===== config.mk =====
export PLATFORM = sky130hd
export DESIGN_NAME = router_pkt_tx_flat
export DESIGN_NICKNAME = d
export VERILOG_FILES = /design/src/rtl/router_pkt_tx_pkg.sv /design/src/rtl/router_pkt_tx_if.sv /design/src/rtl/router_pkt_tx_buf.sv /design/src/rtl/router_pkt_tx.sv /design/src/flat_wrapper.sv
export SDC_FILE = /design/constraint.sdc
export NUM_CORES = 1
export LEC_CHECK = 0
export ABC_AREA = 1
export BUFFER_PORTS_ARGS = -buffer_cell sky130_fd_sc_hd__buf_2
export CORE_AREA = 2 2 315 317
export DETAILED_ROUTE_END_ITERATION = 10
export DIE_AREA = 0 0 317 319
export GPL_ROUTABILITY_DRIVEN = 0
export PLACE_DENSITY_LB_ADDON = 0.3
export SYNTH_ARGS = -nofsm -noshare
export SYNTH_HDL_FRONTEND = slang
export SYNTH_HIERARCHICAL = 1
export SYNTH_SLANG_ARGS = --single-unit

===== constraint.sdc =====
create_clock -name clk -period 5.25 [get_ports clk]
set_input_delay 0.2625 -clock clk [delete_from_list [all_inputs] [get_ports clk]]
set_output_delay 0.2625 -clock clk [all_outputs]
set_load 0.02 [all_outputs]

===== src/rtl/router_pkt_tx_pkg.sv =====
// Shared router definitions: header field layout, port limits and the transmitter state encoding.
package router_pkg;
  localparam int ADDR_W       = 2;
  localparam int MAX_PORT     = 2;
  localparam int HDR_LEN_MSB  = 7;
  localparam int HDR_LEN_LSB  = 2;
  localparam int HDR_ADDR_MSB = 1;
  localparam int HDR_ADDR_LSB = 0;

  typedef enum logic [2:0] {
    IDLE    = 3'd0,
    HEADER  = 3'd1,
    PAYLOAD = 3'd2,
    PARITY  = 3'd3,
    DONE    = 3'd4
  } state_t;
endpackage


===== src/rtl/router_pkt_tx_if.sv =====
// Host command/buffer signals and the router byte stream of the packet transmitter.
interface router_pkt_tx_if #(
  parameter int DEPTH = 64,
  parameter int LEN_W = 6
) ();
  import router_pkg::*;

  // Byte stream: pkt_data is accepted by the router at any rising edge where busy=0;
  // the transmitter holds pkt_valid/pkt_data stable otherwise.
  logic                     host_wr_en;
  logic [7:0]               host_data;
  logic                     buf_full;
  logic [$clog2(DEPTH):0]   buf_count;
  logic                     send;
  logic [ADDR_W-1:0]        dest;
  logic [LEN_W-1:0]         len;
  logic                     tx_ready;
  logic                     busy;
  logic                     pkt_valid;
  logic [7:0]               pkt_data;
  logic                     tx_done;
  logic                     cmd_err;
  state_t                   fsm_state;

  modport master (
    input  host_wr_en, host_data, send, dest, len, busy,
    output buf_full, buf_count, tx_ready, pkt_valid, pkt_data, tx_done, cmd_err, fsm_state
  );

  modport slave (
    output host_wr_en, host_data, send, dest, len, busy,
    input  buf_full, buf_count, tx_ready, pkt_valid, pkt_data, tx_done, cmd_err, fsm_state
  );
endinterface


===== src/rtl/router_pkt_tx_buf.sv =====
// First-word-fall-through payload FIFO: rd_data always shows the oldest buffered byte.
module pkt_tx_buf #(
  parameter int DEPTH = 64,
  parameter int W     = 8
) (
  input  logic                   clk,
  input  logic                   rst,
  input  logic                   wr_en,
  input  logic [W-1:0]           wr_data,
  input  logic                   rd_en,
  output logic [W-1:0]           rd_data,
  output logic                   full,
  output logic [$clog2(DEPTH):0] count
);
  localparam int PTR_W = $clog2(DEPTH);
  localparam int CNT_W = PTR_W + 1;

  logic [W-1:0]     mem [DEPTH];
  logic [PTR_W-1:0] wr_ptr;
  logic [PTR_W-1:0] rd_ptr;
  logic             do_wr;
  logic             do_rd;

  assign full    = (count == CNT_W'(DEPTH));
  assign do_wr   = wr_en && !full;
  assign do_rd   = rd_en && (count != '0);
  assign rd_data = mem[rd_ptr];

  // Storage is not reset; only the pointers and count define what is valid.
  always_ff @(posedge clk) begin
    if (do_wr) mem[wr_ptr] <= wr_data;
  end

  always_ff @(posedge clk or posedge rst) begin
    if (rst) begin
      wr_ptr <= '0;
      rd_ptr <= '0;
      count  <= '0;
    end else begin
      if (do_wr) wr_ptr <= wr_ptr + PTR_W'(1);
      if (do_rd) rd_ptr <= rd_ptr + PTR_W'(1);
      case ({do_wr, do_rd})
        2'b10:   count <= count + CNT_W'(1);
        2'b01:   count <= count - CNT_W'(1);
        default: count <= count;
      endcase
    end
  end
endmodule


===== src/rtl/router_pkt_tx.sv =====
// Router packet transmitter: sends header, buffered payload and parity byte under busy back-pressure.
module router_pkt_tx
  import router_pkg::*;
#(
  parameter int DEPTH = 64,
  parameter int LEN_W = 6
) (
  input logic            clk,
  input logic            rst,
  router_pkt_tx_if.master bus
);
  localparam int CNT_W = $clog2(DEPTH) + 1;

  state_t           state_q, state_d;
  logic             pkt_valid_q, pkt_valid_d;
  logic [7:0]       pkt_data_q, pkt_data_d;
  logic [7:0]       parity_q, parity_d;
  logic [LEN_W-1:0] cnt_q, cnt_d;
  logic [LEN_W-1:0] len_q, len_d;
  logic             tx_done_q, tx_done_d;
  logic             cmd_err_q, cmd_err_d;
  logic             pop;
  logic [7:0]       head;
  logic             buf_full;
  logic [CNT_W-1:0] buf_count;
  logic             cmd_bad;
  logic [7:0]       hdr;

  pkt_tx_buf #(.DEPTH(DEPTH), .W(8)) u_buf (
    .clk     (clk),
    .rst     (rst),
    .wr_en   (bus.host_wr_en),
    .wr_data (bus.host_data),
    .rd_en   (pop),
    .rd_data (head),
    .full    (buf_full),
    .count   (buf_count)
  );

  assign hdr     = {bus.len, bus.dest};
  assign cmd_bad = (bus.len == '0) || (bus.dest > ADDR_W'(MAX_PORT)) ||
                   (CNT_W'(bus.len) > buf_count);

  // Each byte is popped as it is loaded into pkt_data, so the FIFO head is
  // already the next byte by the time the router accepts the current one.
  always_comb begin
    state_d     = state_q;
    pkt_valid_d = pkt_valid_q;
    pkt_data_d  = pkt_data_q;
    parity_d    = parity_q;
    cnt_d       = cnt_q;
    len_d       = len_q;
    tx_done_d   = 1'b0;
    cmd_err_d   = 1'b0;
    pop         = 1'b0;
    case (state_q)
      IDLE: begin
        if (bus.send) begin
          if (cmd_bad) begin
            cmd_err_d = 1'b1;
          end else begin
            state_d     = HEADER;
            len_d       = bus.len;
            pkt_valid_d = 1'b1;
            pkt_data_d  = hdr;
            parity_d    = hdr;
          end
        end
      end
      HEADER: begin
        if (!bus.busy) begin
          state_d    = PAYLOAD;
          pkt_data_d = head;
          pop        = 1'b1;
          cnt_d      = LEN_W'(1);
        end
      end
      PAYLOAD: begin
        if (!bus.busy) begin
          parity_d = parity_q ^ pkt_data_q;
          if (cnt_q == len_q) begin
            state_d     = PARITY;
            pkt_valid_d = 1'b0;
            pkt_data_d  = parity_q ^ pkt_data_q;
          end else begin
            pkt_data_d = head;
            pop        = 1'b1;
            cnt_d      = cnt_q + LEN_W'(1);
          end
        end
      end
      PARITY: begin
        if (!bus.busy) begin
          state_d    = DONE;
          pkt_data_d = 8'h00;
          tx_done_d  = 1'b1;
        end
      end
      DONE: begin
        state_d = IDLE;
      end
      default: begin
        state_d = IDLE;
      end
    endcase
  end

  always_ff @(posedge clk or posedge rst) begin
    if (rst) begin
      state_q     <= IDLE;
      pkt_valid_q <= 1'b0;
      pkt_data_q  <= 8'h00;
      parity_q    <= 8'h00;
      cnt_q       <= '0;
      len_q       <= '0;
      tx_done_q   <= 1'b0;
      cmd_err_q   <= 1'b0;
    end else begin
      state_q     <= state_d;
      pkt_valid_q <= pkt_valid_d;
      pkt_data_q  <= pkt_data_d;
      parity_q    <= parity_d;
      cnt_q       <= cnt_d;
      len_q       <= len_d;
      tx_done_q   <= tx_done_d;
      cmd_err_q   <= cmd_err_d;
    end
  end

  assign bus.pkt_valid = pkt_valid_q;
  assign bus.pkt_data  = pkt_data_q;
  assign bus.tx_done   = tx_done_q;
  assign bus.cmd_err   = cmd_err_q;
  assign bus.tx_ready  = (state_q == IDLE);
  assign bus.buf_full  = buf_full;
  assign bus.buf_count = buf_count;
  assign bus.fsm_state = state_q;
endmodule


===== src/flat_wrapper.sv =====
// flat-port wrapper written by rule: the top's interface ports become plain ports
module router_pkt_tx_flat import router_pkg::*;
#(
  parameter int DEPTH = 64,
  parameter int LEN_W = 6
)
  (clk, rst, bus_host_wr_en, bus_host_data, bus_send, bus_dest, bus_len, bus_busy, bus_buf_full, bus_buf_count, bus_tx_ready, bus_pkt_valid, bus_pkt_data, bus_tx_done, bus_cmd_err, bus_fsm_state);
  router_pkt_tx_if #(.DEPTH(DEPTH), .LEN_W(LEN_W)) bus_i ();
  input logic clk;
  input logic rst;
  input wire logic [$bits(bus_i.host_wr_en)-1:0] bus_host_wr_en;
  input wire logic [$bits(bus_i.host_data)-1:0] bus_host_data;
  input wire logic [$bits(bus_i.send)-1:0] bus_send;
  input wire logic [$bits(bus_i.dest)-1:0] bus_dest;
  input wire logic [$bits(bus_i.len)-1:0] bus_len;
  input wire logic [$bits(bus_i.busy)-1:0] bus_busy;
  output wire logic [$bits(bus_i.buf_full)-1:0] bus_buf_full;
  output wire logic [$bits(bus_i.buf_count)-1:0] bus_buf_count;
  output wire logic [$bits(bus_i.tx_ready)-1:0] bus_tx_ready;
  output wire logic [$bits(bus_i.pkt_valid)-1:0] bus_pkt_valid;
  output wire logic [$bits(bus_i.pkt_data)-1:0] bus_pkt_data;
  output wire logic [$bits(bus_i.tx_done)-1:0] bus_tx_done;
  output wire logic [$bits(bus_i.cmd_err)-1:0] bus_cmd_err;
  output wire logic [$bits(bus_i.fsm_state)-1:0] bus_fsm_state;
  assign bus_i.host_wr_en = bus_host_wr_en;
  assign bus_i.host_data = bus_host_data;
  assign bus_i.send = bus_send;
  assign bus_i.dest = bus_dest;
  assign bus_i.len = bus_len;
  assign bus_i.busy = bus_busy;
  assign bus_buf_full = bus_i.buf_full;
  assign bus_buf_count = bus_i.buf_count;
  assign bus_tx_ready = bus_i.tx_ready;
  assign bus_pkt_valid = bus_i.pkt_valid;
  assign bus_pkt_data = bus_i.pkt_data;
  assign bus_tx_done = bus_i.tx_done;
  assign bus_cmd_err = bus_i.cmd_err;
  assign bus_fsm_state = bus_i.fsm_state;
  router_pkt_tx #(.DEPTH(DEPTH), .LEN_W(LEN_W)) u_core (.clk(clk), .rst(rst), .bus(bus_i));
endmodule

Word level (Yosys, flattened, before mapping)
Memory sizes are Yosys's and may differ from the RTL's.
Index checks and enable logic that the tools add are counted.
- flip-flop bits (word level): 53
- memories: 1
- RAM bits: 512
- memories (memory ; words ; width ; rd ports ; clocked after Yosys merged registers in ; write ports ; RTL line ; RTL):
    u_core.u_buf.mem ; 64 ; 8 ; 1 ; 0 ; 1 ; router_pkt_tx_buf.sv:18 ; logic [W-1:0] mem [DEPTH];
- mux-type cells: 36
- equal/unequal tests: 14
- bitwise logic cells: 2
- $add $sub $neg: 5
- reduce and logical (&&, ||, !) cells: 18
- magnitude comparators: 2
- operators with widths (kind ; number):
    $mux W8 ; 7
    $pmux W8 S4 ; 1
    $add A6 B1 Y6 const B ; 3
    $mux W3 ; 6
    $mux W6 ; 3
    $pmux W8 S2 ; 1
    $pmux W7 S2 ; 1
    $mux W1 ; 13
    $ne A2 B2 Y1 const B ; 6
    $pmux W3 S4 ; 1
    $pmux W6 S2 ; 1
    $reduce_and A6 Y1 ; 2
    $reduce_and A4 Y1 ; 2
    $xor A8 B8 Y8 ; 1
    $add A7 B1 Y7 const B ; 1
    $eq A7 B7 Y1 const B ; 1
    $gt A6 B7 Y1 ; 1
    $reduce_bool A7 Y1 ; 1
    $sub A7 B1 Y7 const B ; 1
    $eq A3 B2 Y1 const B ; 2
    $eq A6 B6 Y1 ; 1
    $logic_not A6 Y1 ; 1
    $reduce_bool A2 Y1 ; 3
    $reduce_and A5 Y1 ; 1
    other kinds (13) ; 16

Logic depth before layout (Yosys ltp)
Gate-level depths: netlist of the first run.
- depth in word-level cells: 7
- mapped depth: 21

Hierarchy
The synthesis of the first run kept the hierarchy.
- modules (own cells, without submodules) (module ; area an instance (µm²) ; times used ; cells an instance ; seq. area each (µm²)):
    pkt_tx_buf ; 22089.9 ; 1 ; 1918 ; 15850.2
    router_pkt_tx ; 2195.9 ; 1 ; 306 ; 850.8

Least setup slack after synthesis of the first run
Ideal clock, no wire load.
- path type: reg-to-reg
- start point: register u_core.state_q[0] (netlist: u_core/bus.fsm_state[0])
- end point: register u_core.u_buf.count[6]
- library setup time: 0.066 ns
- arrival: 2.883 ns
- cell stages (with the launch flop): 19
- clock period less this slack: 2.949 ns
- path buffers: 1
- slack: 2.301 ns
- cells stage by stage: dfrtp_1 inv_2 nor3_4 inv_2 a21oi_2 buf_6 o21ai_1 inv_1 ha_1 inv_1 fa_1 inv_1 nand3_1 nand2_1 nand2_1 a21oi_1 xor2_1 nand2_1 nand2_1
- longest elaborated chain between the ends: 5
- elaborated cells between the ends (all ways): 8
- classes of those cells: eq/ne (4); mux (2); reduce/logical (2)
- ends and longest elaborated chain (element ; RTL line ; RTL):
    start, declared ; router_pkt_tx.sv:14 ; state_t state_q, state_d;
    start signal, assigned ; router_pkt_tx.sv:119 ; state_q <= state_d;
    $eq A3 B2 Y1 or $eq A3 B1 Y1 (tied branches) ; router_pkt_tx.sv:56 ; case (state_q)
    $pmux W1 S2 * ; router_pkt_tx.sv:56 ;
    named net u_core.pop ; router_pkt_tx.sv:22 ; logic pop;
    $logic_and A1 B1 Y1 * ; router_pkt_tx_buf.sv:26 ; assign do_rd = rd_en && (count != '0);
    named net u_core.u_buf.do_rd ; router_pkt_tx_buf.sv:22 ; logic do_rd;
    $eq A2 B1 Y1 or $eq A2 B2 Y1 (tied branches) ; router_pkt_tx_buf.sv:42 ; case ({do_wr, do_rd})
    $pmux W7 S2 or $reduce_bool A2 Y1 (tied branches) ; n/a ;
    end signal, assigned ; router_pkt_tx_buf.sv:43 ; 2'b10: count <= count + CNT_W'(1);
    end signal, assigned ; router_pkt_tx_buf.sv:44 ; 2'b01: count <= count - CNT_W'(1);
    end signal, assigned ; router_pkt_tx_buf.sv:45 ; default: count <= count;
    end, declared ; router_pkt_tx_buf.sv:13 ; output logic [$clog2(DEPTH):0] count
Mark *: on every way through the listed nets, which the timed path passes. The rest lies on a longest branch.
A chain may end at the register's enable or synchronous reset.

Worst setup path in the final report of the first run
- start point: register u_core.state_q[2] (netlist: u_core/bus.fsm_state[2])
- end point: register u_core.u_buf.count[6]
- longest elaborated chain between the ends: 5
- elaborated cells between the ends (all ways): 8
- classes of those cells: eq/ne (4); mux (2); reduce/logical (2)
- ends and longest elaborated chain (element ; RTL line):
    $eq A3 B2 Y1 or $eq A3 B1 Y1 (tied branches) ; router_pkt_tx.sv:56
    $pmux W1 S2 * ; router_pkt_tx.sv:56
    $logic_and A1 B1 Y1 * ; router_pkt_tx_buf.sv:26
    named net u_core.u_buf.do_rd ; router_pkt_tx_buf.sv:22
    $eq A2 B1 Y1 or $eq A2 B2 Y1 (tied branches) ; router_pkt_tx_buf.sv:42
    $pmux W7 S2 or $reduce_bool A2 Y1 (tied branches) ; n/a
Marked as above.

==> impl_metrics.tcl, run 1 <==
set metrics [dict create \
    post-route-period-util 0.680 \
    worstPathRequired_ns 5.80 \
    yosysSeqAreaShare 0.688 \
    max_freq_mhz 280 \
    io_buffers 43 \
    drt_iter0_drc 1391 \
    post_cts_resized 0 \
    slowest_stage "dfrtp_1" \
    fin_ws_ns 1.68 \
    cts-root-buf "clkbuf_16" \
    cts.sinks 565 \
    syn-instance-count 2224 \
    num_vias 16200 \
    multi_input_area_sq_um 6660 \
    synth_top_area_share 0.633 \
    yosysUniqueCellTypes 35 \
    hold_viol_final 0 \
    crit_chain "inv_2, nand2_2, nor2_4, nand2_2, a21oi_2, buf_4, o21ai_1, inv_1, ha_1, inv_1, fa_1, inv_1, nand3_1, nand2_1, nand2_1, a21oi_1, xor2_1, nand2_1, nand2_1" \
    grt_usage 0.128 \
    yosysWarningCount 6 \
    syn_avg_cell_area_sq_um 10.9 \
    power_density_nw_per_um2 543 \
    cap_violations 0 \
    path_common_cell "nand2_1" \
    antenna_found_initial 0 \
    drt-total-wl_um 65500 \
    cts_tree "done" \
    pin_count 44 \
    r2r_slack_ns 1.68 \
    slowest_delay_ns 0.46 \
    setup_tns_ns 0 \
    row_count 115 \
    hold_buffers 10 \
    dieWidth_um 317 \
    critical-path-top-delay-family "simple AND/OR/NAND/NOR gates" \
    overflow 0 \
    pre_cts_ws_ns 1.73 \
    syn_to_final_growth_pct 13.9 \
    drt_first_pass_iters 5 \
    synth.most_common_cell "nand2_1" \
    crit_type "flop to flop" \
    cts_buffers 58 \
    viasPerCell 4.50 \
    grt_max_degree 150 \
    hold_end "u_core/len_q[2]$_DFFE_PP0P_" \
    cp_num_buf_inv 5 \
    cp-end-kind "flop" \
    syn_area_sq_um 24300 \
    ys_top_cells_by_area "edfxtp_1, nand2_1, nand3_1" \
    maxSlewHeadroom 0.170 \
    finalSetupViolCount 0 \
    synth_area_leader_cell "edfxtp_1" \
    synth-async-reset-ratio 0.0938 \
    r2r-start "u_core/bus.fsm_state[2]$_DFFE_PP0P_" \
    fillers 10100 \
    status "completed" \
    cts.clk_slew.worst_paths_ns 0.06 \
    clock_latency_ns 0.65 \
    routedWlPerCell_um 18.2 \
    reg2reg_to "u_core/u_buf/count[6]$_DFFE_PP0P_" \
    hpwlAfterDp_um 36800 \
    start_util 0.249 \
    synth_flop_cell "edfxtp_1" \
    drc 0 \
    synth-seq-cells 565 \
    grt_first_pass_wirelength_um 98600 \
    synth_edf_count 512 \
    seqCellArea_sq_um 16700 \
    rr_worst_depth 19 \
    grt_setup_unrepaired "false" \
    finalCriticalPeriod_ns 3.57 \
    dpl-instance-area_sq_um 25700 \
    dieArea_sq_um 101000 \
    die_h_um 319 \
    slew_viol_final 0 \
    synth_top_cells_by_count "nand2_1, edfxtp_1, nand3_1, nor2_1, buf_2" \
    fin_nets 2287 \
    htreeDepth 2 \
    clock_skew_ns 0.0391 \
    stdcell_area_sq_um 27700 \
    ir_drop_mv 0.324 \
    syn_nets 2261 \
    post_cts_buffers 0 \
    first_global_vias 15400 \
    fin_util 0.283 \
    cts_max_path_buffers 3 \
    worstHoldPathCells 3 \
    crit_fanout 20 \
    p_leak_nw 10.2 \
    worst_slew_pin_slew_ns 1.24 \
    hold_start "bus_len[2]" \
    antenna_left 0 \
    cp.arrival_ns 4.12 \
    hold_path.class "input pin to flop" \
    drive_gt1_frac 0.0848 \
    worstSetupStartpointType "flop" \
    core_area_sq_um 97700 \
]
metal layers:
layer,GRT usage,part of all wire,vias up
met3,0.0224,0.066,95
met4,0.0369,0.024,0
met1,0.184,0.46,7840
li1,-,-,7729
met5,0,0,-
met2,0.195,0.45,486
kinds of logic (layout without fill, tap and decap cells):
family	count (synthesis)	in the layout	share of synthesized area
xor+xnor	25	25	0.00902
simple gates	1386	1386	0.246
fa+ha+maj	16	16	0.00855
buf+inv	185	260	0.0381
compound gates	47	47	0.0107
flops	565	565	0.688
other cells	0	1	0
sequential cells by signal, summed over array words and instances (netlist names):
| name | flops |
|---|---|
| u_core/bus.tx_done | 1 |
| u_core/bus.fsm_state | 3 |
| u_core/bus.pkt_valid | 1 |
| u_core/u_buf/wr_ptr | 6 |
| u_core/bus.pkt_data | 8 |
| u_core/u_buf/rd_ptr | 6 |
| u_core/len_q | 6 |
| u_core/bus.cmd_err | 1 |
| u_core/cnt_q | 6 |
| u_core/parity_q | 8 |
| u_core/u_buf/mem | 512 |
| u_core/u_buf/count | 7 |
where the power goes:
| group | switching [mW] | internal, mW |
|---|---|---|
| Sequential | 0.315 | 5.22 |
| Clock | 1.79 | 2.26 |
| Combinational | 3.95 | 1.47 |
cell usage in the layout (no fill, tap or decap), drive strengths merged:
master,synthesis,layout
a31oi,2,2
nand2,801,801
nor3,11,11
nor2,84,84
dfrtp,53,53
or2,8,8
nor4,1,1
nand4,9,9
o21ai,34,34
clkbuf,13,69
clkinvlp,0,2
inv,68,70
clkinv,1,33
dlygate4sd3,0,10
xnor2,2,2
buf,103,72
diode,0,1
edfxtp,512,512
xor2,23,23
ha,15,15
a21o,1,1
fa,1,1
bufinv,0,4
nand3,472,472
a21oi,10,10
how the worst max path moves through the flow:
stage / slack (ns) / cells past startpoint / endpoint / start
after floorplan: 2.30 / 18 / u_core/u_buf/count[6]$_DFFE_PP0P_ / u_core/bus.fsm_state[0]$_DFFE_PP0P_
after global placement: 1.79 / 19 / u_core/u_buf/count[6]$_DFFE_PP0P_ / u_core/bus.fsm_state[2]$_DFFE_PP0P_
after detailed placement: 1.73 / 19 / u_core/u_buf/count[6]$_DFFE_PP0P_ / u_core/bus.fsm_state[2]$_DFFE_PP0P_
after CTS: 1.68 / 19 / u_core/u_buf/count[6]$_DFFE_PP0P_ / u_core/bus.fsm_state[2]$_DFFE_PP0P_
after global routing: 1.28 / 18 / u_core/u_buf/count[6]$_DFFE_PP0P_ / u_core/bus.fsm_state[1]$_DFFE_PP0P_
final: 1.68 / 19 / u_core/u_buf/count[6]$_DFFE_PP0P_ / u_core/bus.fsm_state[2]$_DFFE_PP0P_
worst reg2reg max path: stages (launching register included):
cell and delay [ns]:
dfrtp_1 0.46, inv_2 0.13, nand2_2 0.09, nor2_4 0.40, nand2_2 0.18, a21oi_2 0.14, buf_4 0.19, o21ai_1 0.17
inv_1 0.18, ha_1 0.33, inv_1 0.09, fa_1 0.37, inv_1 0.10, nand3_1 0.07, nand2_1 0.10, nand2_1 0.07
a21oi_1 0.16, xor2_1 0.15, nand2_1 0.06, nand2_1 0.05
area by class of cell:
class / count / share of cell area
Antenna cell: 1 / 0.0000904
Clock buffer: 69 / 0.0547
Inverter: 69 / 0.00972
Multi-Input combinational cell: 1474 / 0.241
Tap cell: 1287 / 0.0582
Sequential cell: 565 / 0.604
Timing Repair Buffer: 82 / 0.0206
Clock inverter: 40 / 0.0121
metrics by stage:
stage               std cells  power [mW]  hold WS (ns)
floorplan                2224        9.29         0.214
global placement         3467        11.0         0.417
detailed placement       3467        11.0         0.419
CTS                      3586        15.1        0.0329
global route             3586        15.9        0.0628
finish                   3587        15.0        0.0556
Power figures use the tool's default switching activity.
==> run 2: changes to the inputs <==
==> constraint.sdc (replaced) <==
create_clock -name clk -period 3.3 [get_ports clk]
set_input_delay 0.165 -clock clk [delete_from_list [all_inputs] [get_ports clk]]
set_output_delay 0.165 -clock clk [all_outputs]
set_load 0.02 [all_outputs]
==> impl_metrics.tcl, run 2 (synthesis gave the netlist of run 1 again) <==
set metrics [dict create \
    status "completed" \
    cts_buffers 58 \
    cts_max_path_buffers 3 \
    dieWidth_um 317 \
    r2r_slack_ns 0.38 \
    cp.arrival_ns 3.47 \
    crit_fanout 9 \
    row_count 115 \
    clock_latency_ns 0.64 \
    grt_max_degree 122 \
    pin_count 44 \
    antenna_left 0 \
    finalCriticalPeriod_ns 2.92 \
    max_freq_mhz 342 \
    finalSetupViolCount 0 \
    slowest_stage "dfrtp_1" \
    antenna_found_initial 0 \
    worst_slew_pin_slew_ns 1.23 \
    seqCellArea_sq_um 16700 \
    hpwlAfterDp_um 39800 \
    p_leak_nw 10.7 \
    overflow 0 \
    critical-path-top-delay-family "simple AND/OR/NAND/NOR gates" \
    drt_first_pass_iters 5 \
    routedWlPerCell_um 17.9 \
    r2r-start "u_core/cnt_q[0]$_DFFE_PP0P_" \
    setup.worst_path.start "u_core/cnt_q[0]$_DFFE_PP0P_" \
    worstSetupStartpointType "flop" \
    crit_chain "inv_1, nand2_1, nand2_1, nor2_1, nand3_2, nand2_2, a21oi_2, o21ai_1, inv_1, ha_1, inv_1, fa_1, inv_1, nand3_1, nand2_1, nand2_1, a21oi_1, xor2_1, nand2_1, nand2_1" \
    grt_usage 0.128 \
    mostFrequentLayoutCells "nand2_1, edfxtp_1, nand3_1" \
    n_antenna_cell 0 \
    final_common_cell "nand2_1" \
    cp-end-kind "flop" \
    multi_input_area_sq_um 6660 \
    power_mw 24.6 \
    worstPathRequired_ns 3.85 \
    cts-root-buf "clkbuf_16" \
    cap_violations 0 \
    ir_drop_mv 0.467 \
    htreeDepth 2 \
    largest_reg_flops 512 \
    post-route-period-util 0.886 \
    dieArea_sq_um 101000 \
    drt_iter0_drc 1345 \
    syn_to_final_growth_pct 17.7 \
    hold_viol_final 0 \
    slew_viol_final 0 \
    maxSlewHeadroom 0.182 \
    die_h_um 319 \
    critPathCapture "u_core/u_buf/count[6]$_DFFE_PP0P_" \
    crit_type "flop to flop" \
    post_cts_buffers 0 \
    cts.sinks 565 \
    path_common_cell "nand2_1" \
    viasPerCell 4.46 \
    slowest_delay_ns 0.42 \
    io_buffers 43 \
    crit_cells 20 \
    drive_gt1_frac 0.118 \
    num_vias 16300 \
    reg2reg_to "u_core/u_buf/count[6]$_DFFE_PP0P_" \
    cts_tree "done" \
    fin_util 0.292 \
    power_density_nw_per_um2 861 \
    rr_worst_depth 20 \
    drc 0 \
    grt_setup_unrepaired "false" \
    cts.clk_slew.worst_paths_ns 0.06 \
    fin_nets 2371 \
    top_register "u_core/u_buf/mem" \
    cp_num_buf_inv 4 \
    hold_path.class "input pin to flop" \
    drt-total-wl_um 65600 \
    start_util 0.249 \
    core_area_sq_um 97700 \
    fillers 10000 \
    setup_tns_ns 0 \
    first_global_vias 15600 \
    clock_skew_ns 0.0366 \
    grt_first_pass_wirelength_um 99300 \
]
## run 2: cell count changes in the layout (fill, tap and decap cells not counted), sizes merged
cell / previous run / this run
bufinv: 4 / 9
clkinv: 33 / 28
inv: 70 / 68
clkinvlp: 2 / 5
clkbuf: 69 / 65
buf: 72 / 154
diode: 1 / 0
dlygate4sd3: 10 / 12
## run 2: layout make-up
type                    instances  area share
clock inverters                41      0.0169
inverters                      69     0.00941
flip-flops and latches        565       0.585
well taps                    1287      0.0564
clock buffers                  65      0.0525
multi-input cells            1474       0.233
repair buffers                166      0.0470
## run 2: metal layers
metal	track usage	part of all wire	wire length [um]	vias to the layer above
li1	-	-	-	7882
met1	0.190	0.48	31700	8008
met2	0.195	0.45	29300	373
met3	0.0179	0.048	3180	82
met4	0.0353	0.021	1410	0
met5	0	0	0	-
## run 2: power by group
group          internal [mW]  total (mW)  leakage (nW)  switching (mW)
registers               8.31        8.74          5.27           0.430
clock network           3.98        6.83         0.955            2.86
logic                   2.63        9.04          4.53            6.40
## run 2: how the worst min path moves through the flow
stage	startpoint	to	slack, ns	depth (start not counted)
floorplan	rst	u_core/u_buf/count[0]$_DFFE_PP0P_	0.12	1
global placement	rst	u_core/bus.pkt_valid$_DFFE_PP0P_	0.32	3
detailed placement	rst	u_core/bus.pkt_valid$_DFFE_PP0P_	0.32	3
CTS	bus_host_data[5]	u_core/u_buf/mem[10][5]$_DFFE_PP_	0.01	1
global route	bus_host_data[5]	u_core/u_buf/mem[10][5]$_DFFE_PP_	0.04	1
finish	bus_host_data[5]	u_core/u_buf/mem[3][5]$_DFFE_PP_	0.03	1
## run 2: stage by stage
stage | instances | worst slack, ns | instance area [sq um] | hold slack (ns)
5_1_grt | 3667 | 0.00489 | 28600 | 0.0351
3_3_place_gp | 3549 | 0.398 | 26500 | 0.325
3_5_place_dp | 3549 | 0.389 | 26500 | 0.323
2_1_floorplan | 2224 | 0.351 | 24300 | 0.116
6_report | 3667 | 0.375 | 28600 | 0.0334
4_1_cts | 3667 | 0.360 | 28600 | 0.0106
## run 2: repair_timing
item | CTS | global route
hold buffers | 12 | 0
endpoints found under the hold margin | 96 | 0
resized for setup | 0 | 0
## run 2: worst reg2reg max path, stage by stage (launching register included)
cell	delay, ns
dfrtp_1	0.42
inv_1	0.10
nand2_1	0.05
nand2_1	0.06
nor2_1	0.05
nand3_2	0.16
nand2_2	0.13
a21oi_2	0.19
o21ai_1	0.11
inv_1	0.09
ha_1	0.30
inv_1	0.09
fa_1	0.36
inv_1	0.09
nand3_1	0.07
nand2_1	0.09
nand2_1	0.07
a21oi_1	0.15
xor2_1	0.16
nand2_1	0.06
nand2_1	0.05
